<file path="src/rtl/rv32i_ctrl_pkg.sv">
// Shared types and encodings for the multicycle RV32I control FSM.
// State enum, opcodes, ALU codes and datapath select encodings.
package rv32i_ctrl_pkg;

  typedef enum logic [3:0] {
    S_FETCH,
    S_DECODE,
    S_MEMADR,
    S_MEMREAD,
    S_MEMWB,
    S_MEMWRITE,
    S_EXECUTER,
    S_EXECUTEI,
    S_LUI,
    S_ALUWB,
    S_BRANCH,
    S_JAL,
    S_ILLEGAL
  } state_t;

  localparam state_t RESET_STATE = S_FETCH;

  localparam logic [6:0] OP_LOAD   = 7'b0000011;
  localparam logic [6:0] OP_STORE  = 7'b0100011;
  localparam logic [6:0] OP_R      = 7'b0110011;
  localparam logic [6:0] OP_I      = 7'b0010011;
  localparam logic [6:0] OP_LUI    = 7'b0110111;
  localparam logic [6:0] OP_BRANCH = 7'b1100011;
  localparam logic [6:0] OP_JAL    = 7'b1101111;

  localparam logic [2:0] ALU_ADD  = 3'b000;
  localparam logic [2:0] ALU_SUB  = 3'b001;
  localparam logic [2:0] ALU_AND  = 3'b010;
  localparam logic [2:0] ALU_OR   = 3'b011;
  localparam logic [2:0] ALU_ZERO = 3'b111;

  localparam logic [1:0] RES_ALUOUT = 2'b00;
  localparam logic [1:0] RES_MEM    = 2'b01;
  localparam logic [1:0] RES_ALU    = 2'b10;

  localparam logic [1:0] SRCA_PC    = 2'b00;
  localparam logic [1:0] SRCA_OLDPC = 2'b01;
  localparam logic [1:0] SRCA_RS1   = 2'b10;
  localparam logic [1:0] SRCA_ZERO  = 2'b11;

  localparam logic [1:0] SRCB_RS2  = 2'b00;
  localparam logic [1:0] SRCB_IMM  = 2'b01;
  localparam logic [1:0] SRCB_FOUR = 2'b10;

  localparam logic [2:0] IMM_I = 3'b000;
  localparam logic [2:0] IMM_S = 3'b001;
  localparam logic [2:0] IMM_B = 3'b010;
  localparam logic [2:0] IMM_J = 3'b011;
  localparam logic [2:0] IMM_U = 3'b100;

  typedef struct packed {
    logic       mem_req;
    logic       mem_write;
    logic       adr_src;
    logic       ir_write;
    logic       pc_write;
    logic       reg_write;
    logic [1:0] result_src;
    logic [1:0] alu_src_a;
    logic [1:0] alu_src_b;
    logic [2:0] imm_src;
    logic [2:0] alu_control;
    logic       illegal_instr;
  } ctrl_t;

  function automatic logic [2:0] imm_sel(input logic [6:0] op);
    unique case (op)
      OP_STORE:  return IMM_S;
      OP_BRANCH: return IMM_B;
      OP_JAL:    return IMM_J;
      OP_LUI:    return IMM_U;
      default:   return IMM_I;
    endcase
  endfunction

endpackage

</file>
<file path="src/rtl/multicycle_ctrl_alu_decoder.sv">
// Combinational ALU op decode for R-type and I-type arithmetic.
// funct_valid is low for unsupported funct3 of those two opcodes.
module alu_decoder
  import rv32i_ctrl_pkg::*;
(
  input  logic [6:0] opcode_i,
  input  logic [2:0] funct3_i,
  input  logic       funct7b5_i,
  output logic [2:0] alu_control_o,
  output logic       funct_valid_o
);

  logic is_r;
  logic is_arith;

  assign is_r     = (opcode_i == OP_R);
  assign is_arith = is_r || (opcode_i == OP_I);

  // Map funct3/funct7b5 to ALU op; non-arith opcodes default to add.
  always_comb begin
    alu_control_o = ALU_ADD;
    funct_valid_o = 1'b1;
    if (is_arith) begin
      unique case (funct3_i)
        3'b000: alu_control_o =
                  (is_r && funct7b5_i) ? ALU_SUB : ALU_ADD;
        3'b111: alu_control_o = ALU_AND;
        3'b110: alu_control_o = ALU_OR;
        default: funct_valid_o = 1'b0;
      endcase
    end
  end

endmodule

</file>
<file path="src/rtl/multicycle_ctrl.sv">
// Main control FSM for the multicycle RV32I datapath.
// Drives ALU op, operand/imm selects and all write enables.
module multicycle_ctrl
  import rv32i_ctrl_pkg::*;
(
  input  logic       clk,
  input  logic       rst_n,
  input  logic [6:0] opcode,
  input  logic [2:0] funct3,
  input  logic       funct7b5,
  input  logic       zero,
  input  logic       last_bit,
  input  logic       mem_ready,
  output logic       mem_req,
  output logic       mem_write,
  output logic       adr_src,
  output logic       ir_write,
  output logic       pc_write,
  output logic       reg_write,
  output logic [1:0] result_src,
  output logic [1:0] alu_src_a,
  output logic [1:0] alu_src_b,
  output logic [2:0] imm_src,
  output logic [2:0] alu_control,
  output logic       illegal_instr
);

  state_t     state_q, state_d;
  logic [2:0] dec_alu;
  logic       funct_ok;
  logic       br_ok;
  logic       taken;
  logic       is_mem;
  ctrl_t      c;

  alu_decoder u_dec (
    .opcode_i      (opcode),
    .funct3_i      (funct3),
    .funct7b5_i    (funct7b5),
    .alu_control_o (dec_alu),
    .funct_valid_o (funct_ok)
  );

  assign is_mem = (opcode == OP_LOAD) || (opcode == OP_STORE);

  // Branch condition from ALU flags; blt/bge use raw sign bit.
  always_comb begin
    br_ok = 1'b1;
    taken = 1'b0;
    unique case (funct3)
      3'b000:  taken = zero;
      3'b001:  taken = !zero;
      3'b100:  taken = last_bit;
      3'b101:  taken = !last_bit;
      default: br_ok = 1'b0;
    endcase
  end

  // Next-state logic.
  always_comb begin
    state_d = state_q;
    unique case (state_q)
      S_FETCH:
        if (mem_ready) state_d = S_DECODE;
      S_DECODE: begin
        unique case (1'b1)
          is_mem:
            state_d = (funct3 == 3'b010) ? S_MEMADR : S_ILLEGAL;
          opcode == OP_R:
            state_d = funct_ok ? S_EXECUTER : S_ILLEGAL;
          opcode == OP_I:
            state_d = funct_ok ? S_EXECUTEI : S_ILLEGAL;
          opcode == OP_LUI:
            state_d = S_LUI;
          opcode == OP_BRANCH:
            state_d = br_ok ? S_BRANCH : S_ILLEGAL;
          opcode == OP_JAL:
            state_d = S_JAL;
          default:
            state_d = S_ILLEGAL;
        endcase
      end
      S_MEMADR:
        state_d = (opcode == OP_STORE) ? S_MEMWRITE : S_MEMREAD;
      S_MEMREAD:
        if (mem_ready) state_d = S_MEMWB;
      S_MEMWRITE:
        if (mem_ready) state_d = S_FETCH;
      S_EXECUTER, S_EXECUTEI, S_LUI, S_JAL:
        state_d = S_ALUWB;
      S_MEMWB, S_ALUWB, S_BRANCH, S_ILLEGAL:
        state_d = S_FETCH;
      default:
        state_d = S_FETCH;
    endcase
  end

  // State register; reset lands in FETCH immediately.
  always_ff @(posedge clk or negedge rst_n) begin
    if (!rst_n) state_q <= RESET_STATE;
    else        state_q <= state_d;
  end

  // Per-state control word; reset forces every output low.
  always_comb begin
    c = '0;
    unique case (state_q)
      S_FETCH: begin
        c.mem_req    = 1'b1;
        c.alu_src_a  = SRCA_PC;
        c.alu_src_b  = SRCB_FOUR;
        c.result_src = RES_ALU;
        c.ir_write   = mem_ready;
        c.pc_write   = mem_ready;
      end
      S_DECODE: begin
        c.alu_src_a = SRCA_OLDPC;
        c.alu_src_b = SRCB_IMM;
        c.imm_src   = imm_sel(opcode);
      end
      S_MEMADR: begin
        c.alu_src_a = SRCA_RS1;
        c.alu_src_b = SRCB_IMM;
        c.imm_src   = imm_sel(opcode);
      end
      S_MEMREAD: begin
        c.mem_req = 1'b1;
        c.adr_src = 1'b1;
      end
      S_MEMWB: begin
        c.result_src = RES_MEM;
        c.reg_write  = 1'b1;
      end
      S_MEMWRITE: begin
        c.mem_req   = 1'b1;
        c.mem_write = 1'b1;
        c.adr_src   = 1'b1;
      end
      S_EXECUTER: begin
        c.alu_src_a   = SRCA_RS1;
        c.alu_src_b   = SRCB_RS2;
        c.alu_control = dec_alu;
      end
      S_EXECUTEI: begin
        c.alu_src_a   = SRCA_RS1;
        c.alu_src_b   = SRCB_IMM;
        c.imm_src     = imm_sel(opcode);
        c.alu_control = dec_alu;
      end
      S_LUI: begin
        c.alu_src_a = SRCA_ZERO;
        c.alu_src_b = SRCB_IMM;
        c.imm_src   = IMM_U;
      end
      S_ALUWB: begin
        c.result_src = RES_ALUOUT;
        c.reg_write  = 1'b1;
      end
      S_BRANCH: begin
        c.alu_src_a   = SRCA_RS1;
        c.alu_src_b   = SRCB_RS2;
        c.alu_control = ALU_SUB;
        c.result_src  = RES_ALUOUT;
        c.pc_write    = taken;
      end
      S_JAL: begin
        c.alu_src_a  = SRCA_OLDPC;
        c.alu_src_b  = SRCB_FOUR;
        c.result_src = RES_ALUOUT;
        c.pc_write   = 1'b1;
      end
      S_ILLEGAL:
        c.illegal_instr = 1'b1;
      default: ;
    endcase
    if (!rst_n) c = '0;
  end

  assign mem_req       = c.mem_req;
  assign mem_write     = c.mem_write;
  assign adr_src       = c.adr_src;
  assign ir_write      = c.ir_write;
  assign pc_write      = c.pc_write;
  assign reg_write     = c.reg_write;
  assign result_src    = c.result_src;
  assign alu_src_a     = c.alu_src_a;
  assign alu_src_b     = c.alu_src_b;
  assign imm_src       = c.imm_src;
  assign alu_control   = c.alu_control;
  assign illegal_instr = c.illegal_instr;

endmodule

</file>
<file path="config.mk">
export PLATFORM = sky130hd
export DESIGN_NAME = multicycle_ctrl
export DESIGN_NICKNAME = d
export VERILOG_FILES = /design/src/rtl/rv32i_ctrl_pkg.sv /design/src/rtl/multicycle_ctrl_alu_decoder.sv /design/src/rtl/multicycle_ctrl.sv
export SDC_FILE = /design/constraint.sdc
export NUM_CORES = 1
export LEC_CHECK = 0
export CAP_MARGIN = 10
export CORE_ASPECT_RATIO = 0.9
export CORE_MARGIN = 4
export CORE_UTILIZATION = 40
export DETAILED_ROUTE_END_ITERATION = 7
export PLACE_DENSITY = 0.79
export SLEW_MARGIN = 20
export SYNTH_ARGS = -nofsm -noshare
export SYNTH_HDL_FRONTEND = slang
export SYNTH_HIERARCHICAL = 1
export SYNTH_SLANG_ARGS = --single-unit
</file>
<file path="constraint.sdc">
create_clock -name clk -period 1.3 [get_ports clk]
set_input_delay 0.26 -clock clk [delete_from_list [all_inputs] [get_ports clk]]
set_output_delay 0.26 -clock clk [all_outputs]
set_load 0.02 [all_outputs]
</file>
==> summary.md, run 1 <==
| Metric | Value |
|---|---|
| Clk root buf | `clkbuf_4` |
| Post-synth top area share | `0.105` |
| Clk buf depth | `2` |
| Synth Area per Inst | `7.03 sq um` |
| Mapped cell area | `950 sq um` |
| Pre-CTS setup slack | `-1270 ps` |
| Fail Step | `global routing (5_1_grt)` |
| Ys async rst share | `1.00` |
| Seq/Total Area, Yosys | `0.105` |
| Post-synth EDFFs | `0` |
| Syn nets | `151` |
| Die width | `59.4 um` |
| Ports | `35` |
| Synth area leaders | `dfrtp_1, nor2b_1, nor3_1` |
| Syn Inst Count | `135` |
| Synthesis Warnings | `6` |
| Number of CTS-inserted buffers | `3` |
| Synth unique cells | `50` |
| Seq cells post-synth | `4` |
| Largest net degree at the start of global routing | `12` |
| Port Buffer Count | `33` |
| GP Congestion | `0.873` |
| Hpwl dp | `2.84 mm` |
| Worst ep type | `top-level output` |
| Synth Flop Type | `dfrtp_1` |
| Stop err | `[ERROR DPL-0038] Utilization greater than 100%, impossible to legalize` |
| Initial Util | `0.427` |
| Yosys top cell by area | `dfrtp_1` |
| Row cnt | `16` |
| Worst Endpoint after GRT Repair | `imm_src[2]` |
| Status | `aborted with a tool error` |
| Die Ht | `54.2 um` |
| Htree depth | `1` |
| CTS Sinks | `4` |
-- timing repair --
item	4_1_cts
endpoints found under the hold margin	0
pin swaps	23
gates resized for setup	189
setup endpoints to repair	22
setup buffers	19
hold buffers	0
-- through the flow --
| stage | area (sq um) | instances | hold WS [ps] |
|---|---|---|---|
| after detailed placement | 1710 | 229 | 669 |
| after CTS | 2070 | 250 | 159 |
| after floorplan | 1100 | 135 | -35.6 |
| after global placement | 1710 | 229 | 656 |
-- cell families after synthesis --
logic type | count (synthesis) | share of synthesized area
DFF | 4 | 0.105
muxes | 3 | 0.0316
buffers and inverters | 15 | 0.0751
other | 1 | 0.00395
AOI/OAI and AO/OA | 33 | 0.249
and+or+nand+nor | 76 | 0.507
xor gates and xnor gates | 3 | 0.0277
-- synth_stat cells, drive strengths merged (3+ instances only) --
cell / count
nor3b: 4
and3: 7
mux2i: 3
dfrtp: 4
nand3: 4
nand2: 5
nand2b: 4
buf: 8
nor3: 10
o21ai: 6
and4: 3
nand4: 3
a21oi: 7
inv: 3
nor2: 10
nor2b: 11
clkbuf: 4
nand4bb: 3
==> inputs of run 2 (changes only) <==
--- a/config.mk
+++ b/config.mk
@@ -6,11 +6,10 @@
 export NUM_CORES = 1
 export LEC_CHECK = 0
 export CAP_MARGIN = 10
-export CORE_ASPECT_RATIO = 0.9
 export CORE_MARGIN = 4
-export CORE_UTILIZATION = 40
+export CORE_UTILIZATION = 25
 export DETAILED_ROUTE_END_ITERATION = 7
-export PLACE_DENSITY = 0.79
+export PLACE_DENSITY_LB_ADDON = 0.15
 export SLEW_MARGIN = 20
 export SYNTH_ARGS = -nofsm -noshare
 export SYNTH_HDL_FRONTEND = slang
==> constraint.sdc (replaced) <==
create_clock -name clk -period 1.7 [get_ports clk]
set_input_delay 0.34 -clock clk [delete_from_list [all_inputs] [get_ports clk]]
set_output_delay 0.34 -clock clk [all_outputs]
set_load 0.02 [all_outputs]
==> run 2 against run 1 <==
- the flow now finishes, with violations (setup timing)
- synthesized cell count unchanged
- synthesized area unchanged
==> summary.md, run 2 <==
| Metric | Value |
|---|---|
| Layout cell share with drive strength beyond 1 | `0.664` |
| Static Leakage | `0.883 nW` |
| Top reg by flops | `state_q` |
| Max VDD drop | `0.000507 V` |
| Top delay family on crit path | `flip-flops` |
| Setup TNS | `-1810 ps` |
| Core Footprint | `3660 sq um` |
| Final hold viol count | `0` |
| Syn nets | `151 (unchanged)` |
| Layout area overhead | `118%` |
| Startpoint type of the worst setup path | `flop` |
| Placed Area | `1610 sq um (was 1710 sq um)` |
| Worst skew pair latency | `210 ps` |
| Hpwl dp | `2.90 mm (was 2.84 mm)` |
| Register area | `104 sq um` |
| Syn Inst Count | `135 (unchanged)` |
| Post-synth top area share | `0.105 (unchanged)` |
| Drc violations | `0` |
| CTS Sinks | `4 (unchanged)` |
| Fmax | `524 MHz` |
| RSZ-0062 raised after global routing | `yes` |
| Critical Path AT | `1570 ps` |
| Clk root buf | `clkbuf_8 (was clkbuf_4)` |
| Most numerous cell in the Yosys netlist | `nor2b_1 (unchanged)` |
| Avg WL per Cell | `15.2 um` |
| Die Ht | `69.6 um (was 54.2 um)` |
| GR Util All Layers | `0.147` |
| Row cnt | `22 (was 16)` |
| Synthesis Warnings | `6 (unchanged)` |
| Mapped cell area | `950 sq um (unchanged)` |
| Antenna cell count | `0` |
| Synth Flop Type | `dfrtp_1 (unchanged)` |
| Final min period | `1910 ps` |
| Synth unique cells | `50 (unchanged)` |
| CP max stage delay | `480 ps` |
| Status | `finished, violations left (was aborted with a tool error)` |
| Htree depth | `1 (unchanged)` |
| Ports | `35 (unchanged)` |
| Die width | `69.6 um (was 59.4 um)` |
| Pre-CTS setup slack | `-1050 ps (was -1270 ps)` |
| Yosys top cell by area | `dfrtp_1 (unchanged)` |
| Commonest cells after routing, fill and taps aside | `buf_4, buf_6, nor3_2` |
| Synth area leaders | `dfrtp_1, nor2b_1, nor3_1 (unchanged)` |
| GP Congestion | `0.821 (was 0.873)` |
| Critical-path cell list | `xnor2_2 > mux2i_2 > buf_4 > nor3_2 > o21a_1 > buf_6` |
| Hold_ws | `173 ps` |
| # setup viols final | `16` |
| Fillers | `345` |
| Critical Path RT | `1360 ps` |
| Final #Nets | `235` |
| Max reg flops | `4` |
| Initial Util | `0.259 (was 0.427)` |
| Setup CP Type | `flop to output port` |
| Seq cells post-synth | `4 (unchanged)` |
| Drt pass-1 iters | `4` |
| CTS clk-pin slew, worst paths | `30 ps` |
| CP endpoint kind | `output port` |
| Number of CTS-inserted buffers | `3 (unchanged)` |
| Vias in the first global route | `1253` |
| DR vias | `1379` |
| Post-synth EDFFs | `0 (unchanged)` |
| Slowest CP cell | `dfrtp_2` |
| Clock skew | `1.92 ps` |
| Ys async rst share | `1.00 (unchanged)` |
| Final antenna-violating net count | `0` |
| Gr ovfl total | `0` |
| Largest net degree at the start of global routing | `16` |
| DR vias/cell | `5.20` |
| TritonCTS clock tree | `done` |
| Buf+Inv Stages, Crit Path | `2` |
| Synth Area per Inst | `7.03 sq um (unchanged)` |
| Worst min path class | `input port to async pin` |
| Detailed Route WL | `4.03 mm` |
| Design area | `2070 sq um` |
| Global-route wire length before repair | `6.02 mm` |
| Power per cell area | `1220 nW/um^2` |
| Largest regs | `state_q: 4 flops` |
| Initial antenna violation count | `0` |
| Seq/Total Area, Yosys | `0.105 (unchanged)` |
| Failing checks | `setup timing` |
| Period utilisation layout | `1.12` |
| Iteration-0 DRC Markers | `76` |
| Clk buf depth | `2 (unchanged)` |
| Die area | `4850 sq um` |
| Max Slew Vio Count | `0` |
| Port Buffer Count | `33 (unchanged)` |
| Commonest cells in the netlist | `nor2b_1, nor2_1, nor3_1 (unchanged)` |
| Area occupied by multi-input gates | `1050 sq um` |
| Commonest non-fill, non-tap cell in the layout | `buf_4` |
| Worst Slack Setup Final | `-209 ps` |
| MaxCap Viol Count | `0` |
| CP max FO | `6` |
## run 2: cell counts after synthesis
No cell type changed its count.
## run 2: kinds of logic after synthesis
logic type,after synthesis,synth area share
AOI/OAI and AO/OA,33,0.249
xor gates and xnor gates,3,0.0277
buffers and inverters,15,0.0751
DFF,4,0.105
muxes,3,0.0316
other,1,0.00395
and+or+nand+nor,76,0.507
## run 2: per-layer routing
metal / GRT usage / vias to the layer above / routed length, um
li1: - / 681 / -
met1: 0.188 / 650 / 1700
met2: 0.265 / 42 / 2100
met3: 0.0174 / 6 / 163
met4: 0.0277 / 0 / 70
met5: 0 / - / 0
## run 2: worst reg2reg max path, stage by stage (launching register included)
cell and delay [ps]:
dfrtp_2 440, buf_6 140, buf_8 120, buf_12 120
nor2_1 110, nor3_1 50, a311o_1 330, a32o_1 230
## run 2: cell type report
class / count / share of cell area
Inverter: 3 / 0.00544
Clock buffer: 3 / 0.0199
Multi-Input combinational cell: 116 / 0.508
Sequential cell: 4 / 0.0502
Tap cell: 48 / 0.0290
Timing Repair Buffer: 91 / 0.388
## run 2: what timing repair did
item	4_1_cts	5_1_grt
buffers inserted	4	12
endpoints found under the setup margin	22	22
pin swaps	18	28
gates resized for setup	174	54
hold buffers	0	0
## run 2: path summary, 6_finish.rpt
path	start	to	slack (ps)	depth (start not counted)
max in group asynchronous	rst_n	state_q[2]	1410	2
min	rst_n	state_q[0]	170	2
min in group clk	opcode[6]	state_q[2]	690	5
max	state_q[2]	imm_src[2]	-210	6
min reg2reg	state_q[1]	state_q[3]	830	3
max reg2reg	state_q[3]	state_q[0]	20	7
## run 2: through the flow
step	total power, mW	cells	util
2_1_floorplan	0.982	135	-
3_3_place_gp	1.59	246	0.441
3_5_place_dp	1.61	246	0.441
4_1_cts	2.00	253	0.491
5_1_grt	2.69	265	0.566
6_report	2.54	265	0.566
## run 2: power breakdown
group          internal (mW)  total [mW]  switching, mW
Clock                  0.151       0.196         0.0454
Sequential             0.139       0.242          0.103
Combinational           1.18        2.10          0.919
Note: power is estimated with default switching activity, not from simulation.
==> inputs of run 3 (changes only) <==
--- a/config.mk
+++ b/config.mk
@@ -6,9 +6,9 @@
 export NUM_CORES = 1
 export LEC_CHECK = 0
 export CAP_MARGIN = 10
-export CORE_MARGIN = 4
-export CORE_UTILIZATION = 25
+export CORE_AREA = 4 4 65 67
 export DETAILED_ROUTE_END_ITERATION = 7
+export DIE_AREA = 0 0 69 71
 export PLACE_DENSITY_LB_ADDON = 0.15
 export SLEW_MARGIN = 20
 export SYNTH_ARGS = -nofsm -noshare
==> run 3 against run 2 <==
- the flow still finishes with violations (setup timing)
- die area up 1.0%
- worst hold slack better by 220 ps
- global-route usage up 0.46 points
- register-to-register slack better by 80 ps
- sequential share of layout area up 0.22 points
- first-iteration DRC count down 24%
- clock power down 3%
- maximum frequency down 1.1%
- sequential cell count unchanged
- worst setup slack worse by 21 ps
- critical path depth down 1
- largest power group unchanged
- highest routed layer unchanged
==> summary.md, run 3 (synthesis gave the netlist of run 2 again) <==
| Metric | Value |
|---|---|
| Row cnt | `22 (unchanged)` |
| Ports | `35 (unchanged)` |
| Antenna cell count | `0 (unchanged)` |
| CP max stage delay | `470 ps (was 480 ps)` |
| Top reg by flops | `state_q (unchanged)` |
| Worst min path class | `input port to async pin (unchanged)` |
| Gr ovfl total | `0 (unchanged)` |
| Commonest cells after routing, fill and taps aside | `buf_4, buf_6, buf_2, nor3_2, nor2_1 (was buf_4, buf_6, nor3_2)` |
| Fillers | `368 (was 345)` |
| Core Footprint | `3630 sq um (was 3660 sq um)` |
| Drt pass-1 iters | `4 (unchanged)` |
| Worst Slack Setup Final | `-230 ps (was -209 ps)` |
| Max Slew Vio Count | `0 (unchanged)` |
| Pre-CTS setup slack | `-1260 ps (was -1050 ps)` |
| GP Congestion | `0.806 (was 0.821)` |
| Setup TNS | `-1740 ps (was -1810 ps)` |
| Failing checks | `setup timing (unchanged)` |
| Slowest CP cell | `dfrtp_2 (unchanged)` |
| Final min period | `1930 ps (was 1910 ps)` |
| Critical-path cell list | `xnor2_2 > mux2i_2 > buf_4 > nor4_2 > buf_4 (was xnor2_2 > mux2i_2 > buf_4 > nor3_2 > o21a_1 > buf_6)` |
| # setup viols final | `16 (unchanged)` |
| Drc violations | `0 (unchanged)` |
| Layout area overhead | `106% (was 118%)` |
| Iteration-0 DRC Markers | `58 (was 76)` |
| Die area | `4900 sq um (was 4850 sq um)` |
| Commonest non-fill, non-tap cell in the layout | `buf_4 (unchanged)` |
| Fmax | `518 MHz (was 524 MHz)` |
| Design area | `1960 sq um (was 2070 sq um)` |
| Initial Util | `0.261 (was 0.259)` |
| Port Buffer Count | `33 (unchanged)` |
| GR Util All Layers | `0.152 (was 0.147)` |
| Final #Nets | `230 (was 235)` |
| Clk root buf | `clkbuf_8 (unchanged)` |
| Startpoint type of the worst setup path | `flop (unchanged)` |
| RSZ-0062 raised after global routing | `yes (unchanged)` |
| Placed Area | `1610 sq um (about the same)` |
| Htree depth | `1 (unchanged)` |
| Layout cell share with drive strength beyond 1 | `0.608 (was 0.664)` |
| Hold_ws | `392 ps (was 173 ps)` |
| DR vias/cell | `5.26 (was 5.20)` |
| CP endpoint kind | `output port (unchanged)` |
| Critical Path AT | `1590 ps (was 1570 ps)` |
| Worst path most repeated cell | `buf_4` |
| Final hold viol count | `0 (unchanged)` |
| Status | `finished, violations left (unchanged)` |
| Final Util | `0.540 (was 0.566)` |
| MaxCap Viol Count | `0 (unchanged)` |
| Max reg flops | `4 (unchanged)` |
| Setup CP Type | `flop to output port (unchanged)` |
| DR vias | `1368 (was 1379)` |
| Largest net degree at the start of global routing | `18 (was 16)` |
| CTS Sinks | `4 (unchanged)` |
| Clk buf depth | `2 (unchanged)` |
| Initial antenna violation count | `0 (unchanged)` |
| Period utilisation layout | `1.14 (was 1.12)` |
| CTS clk-pin slew, worst paths | `30 ps (about the same)` |
| Non-filler instance count after layout | `260 (was 265)` |
| Hpwl dp | `2.79 mm (was 2.90 mm)` |
| Final antenna-violating net count | `0 (unchanged)` |
| CP max FO | `4 (was 6)` |
| Worst skew pair latency | `210 ps (about the same)` |
| Largest regs | `state_q: 4 flops (unchanged)` |
| Clock skew | `3.10 ps (was 1.92 ps)` |
| Max VDD drop | `0.000302 V (was 0.000507 V)` |
| Static Leakage | `0.844 nW (was 0.883 nW)` |
| Cts hold-fix bufs | `0 (unchanged)` |
| Inst Count DP | `245 (was 246)` |
| Critical Path RT | `1360 ps (about the same)` |
| Vias in the first global route | `1415 (was 1253)` |
| Power per cell area | `1110 nW/um^2 (was 1220 nW/um^2)` |
| Die width | `69 um (was 69.6 um)` |
| Avg WL per Cell | `14.3 um (was 15.2 um)` |
| TritonCTS clock tree | `done (unchanged)` |
| Detailed Route WL | `3.73 mm (was 4.03 mm)` |
| Global-route wire length before repair | `6.36 mm (was 6.02 mm)` |
| Die Ht | `71 um (was 69.6 um)` |
| Number of CTS-inserted buffers | `3 (unchanged)` |
| Total power | `2.17 mW (was 2.54 mW)` |
-- run 3: worst max-delay path, delay by kind of cell (launching register included) --
kind | cells | cell delay (ps)
muxes | 1 | 110
buffers and inverters | 2 | 340
and+or+nand+nor | 1 | 270
xor gates and xnor gates | 1 | 190
DFF | 1 | 470
-- run 3: path summary, 6_finish.rpt --
| path | depth (start not counted) | to | slack (ps) | from |
|---|---|---|---|---|
| worst max-delay path | 5 | imm_src[0] | -230 | state_q[2] |
| worst min-delay path | 2 | state_q[2] | 390 | rst_n |
| worst max register to register | 7 | state_q[0] | 100 | state_q[3] |
| worst min register to register | 4 | state_q[3] | 830 | state_q[1] |
| max in group asynchronous | 2 | state_q[0] | 1190 | rst_n |
| min in group clk | 5 | state_q[2] | 730 | opcode[0] |
-- run 3: routing by layer --
layer  vias to the layer above  global-route usage  routed length (um)  share of wire
li1                        672                   -                   -              -
met1                       657               0.175                1500           0.40
met2                        35               0.291                2040           0.55
met3                         4              0.0170                 157          0.042
met4                         0              0.0434                  35         0.0094
met5                         -                   0                   0              0
-- run 3: where the power goes --
group	internal, mW	total (mW)	switching, mW
clock network	0.150	0.191	0.0408
logic	0.930	1.78	0.846
registers	0.137	0.207	0.0696
total	1.22	2.17	0.956
-- run 3: cell type report --
cell class	instances	area, sq um	area share
Clock buffer	3	41.3	0.0211
Sequential cell	4	103	0.0523
Multi-Input combinational cell	116	1020	0.521
Inverter	3	11.3	0.00574
Tap cell	48	60.1	0.0306
Timing Repair Buffer	86	723	0.369
-- run 3: what timing repair did --
| action | CTS | global route |
|---|---|---|
| hold endpoints to repair | 0 | 0 |
| buffers inserted | 10 | 5 |
| pin swaps | 23 | 17 |
| setup endpoints to repair | 22 | 21 |
| resized for setup | 179 | 30 |
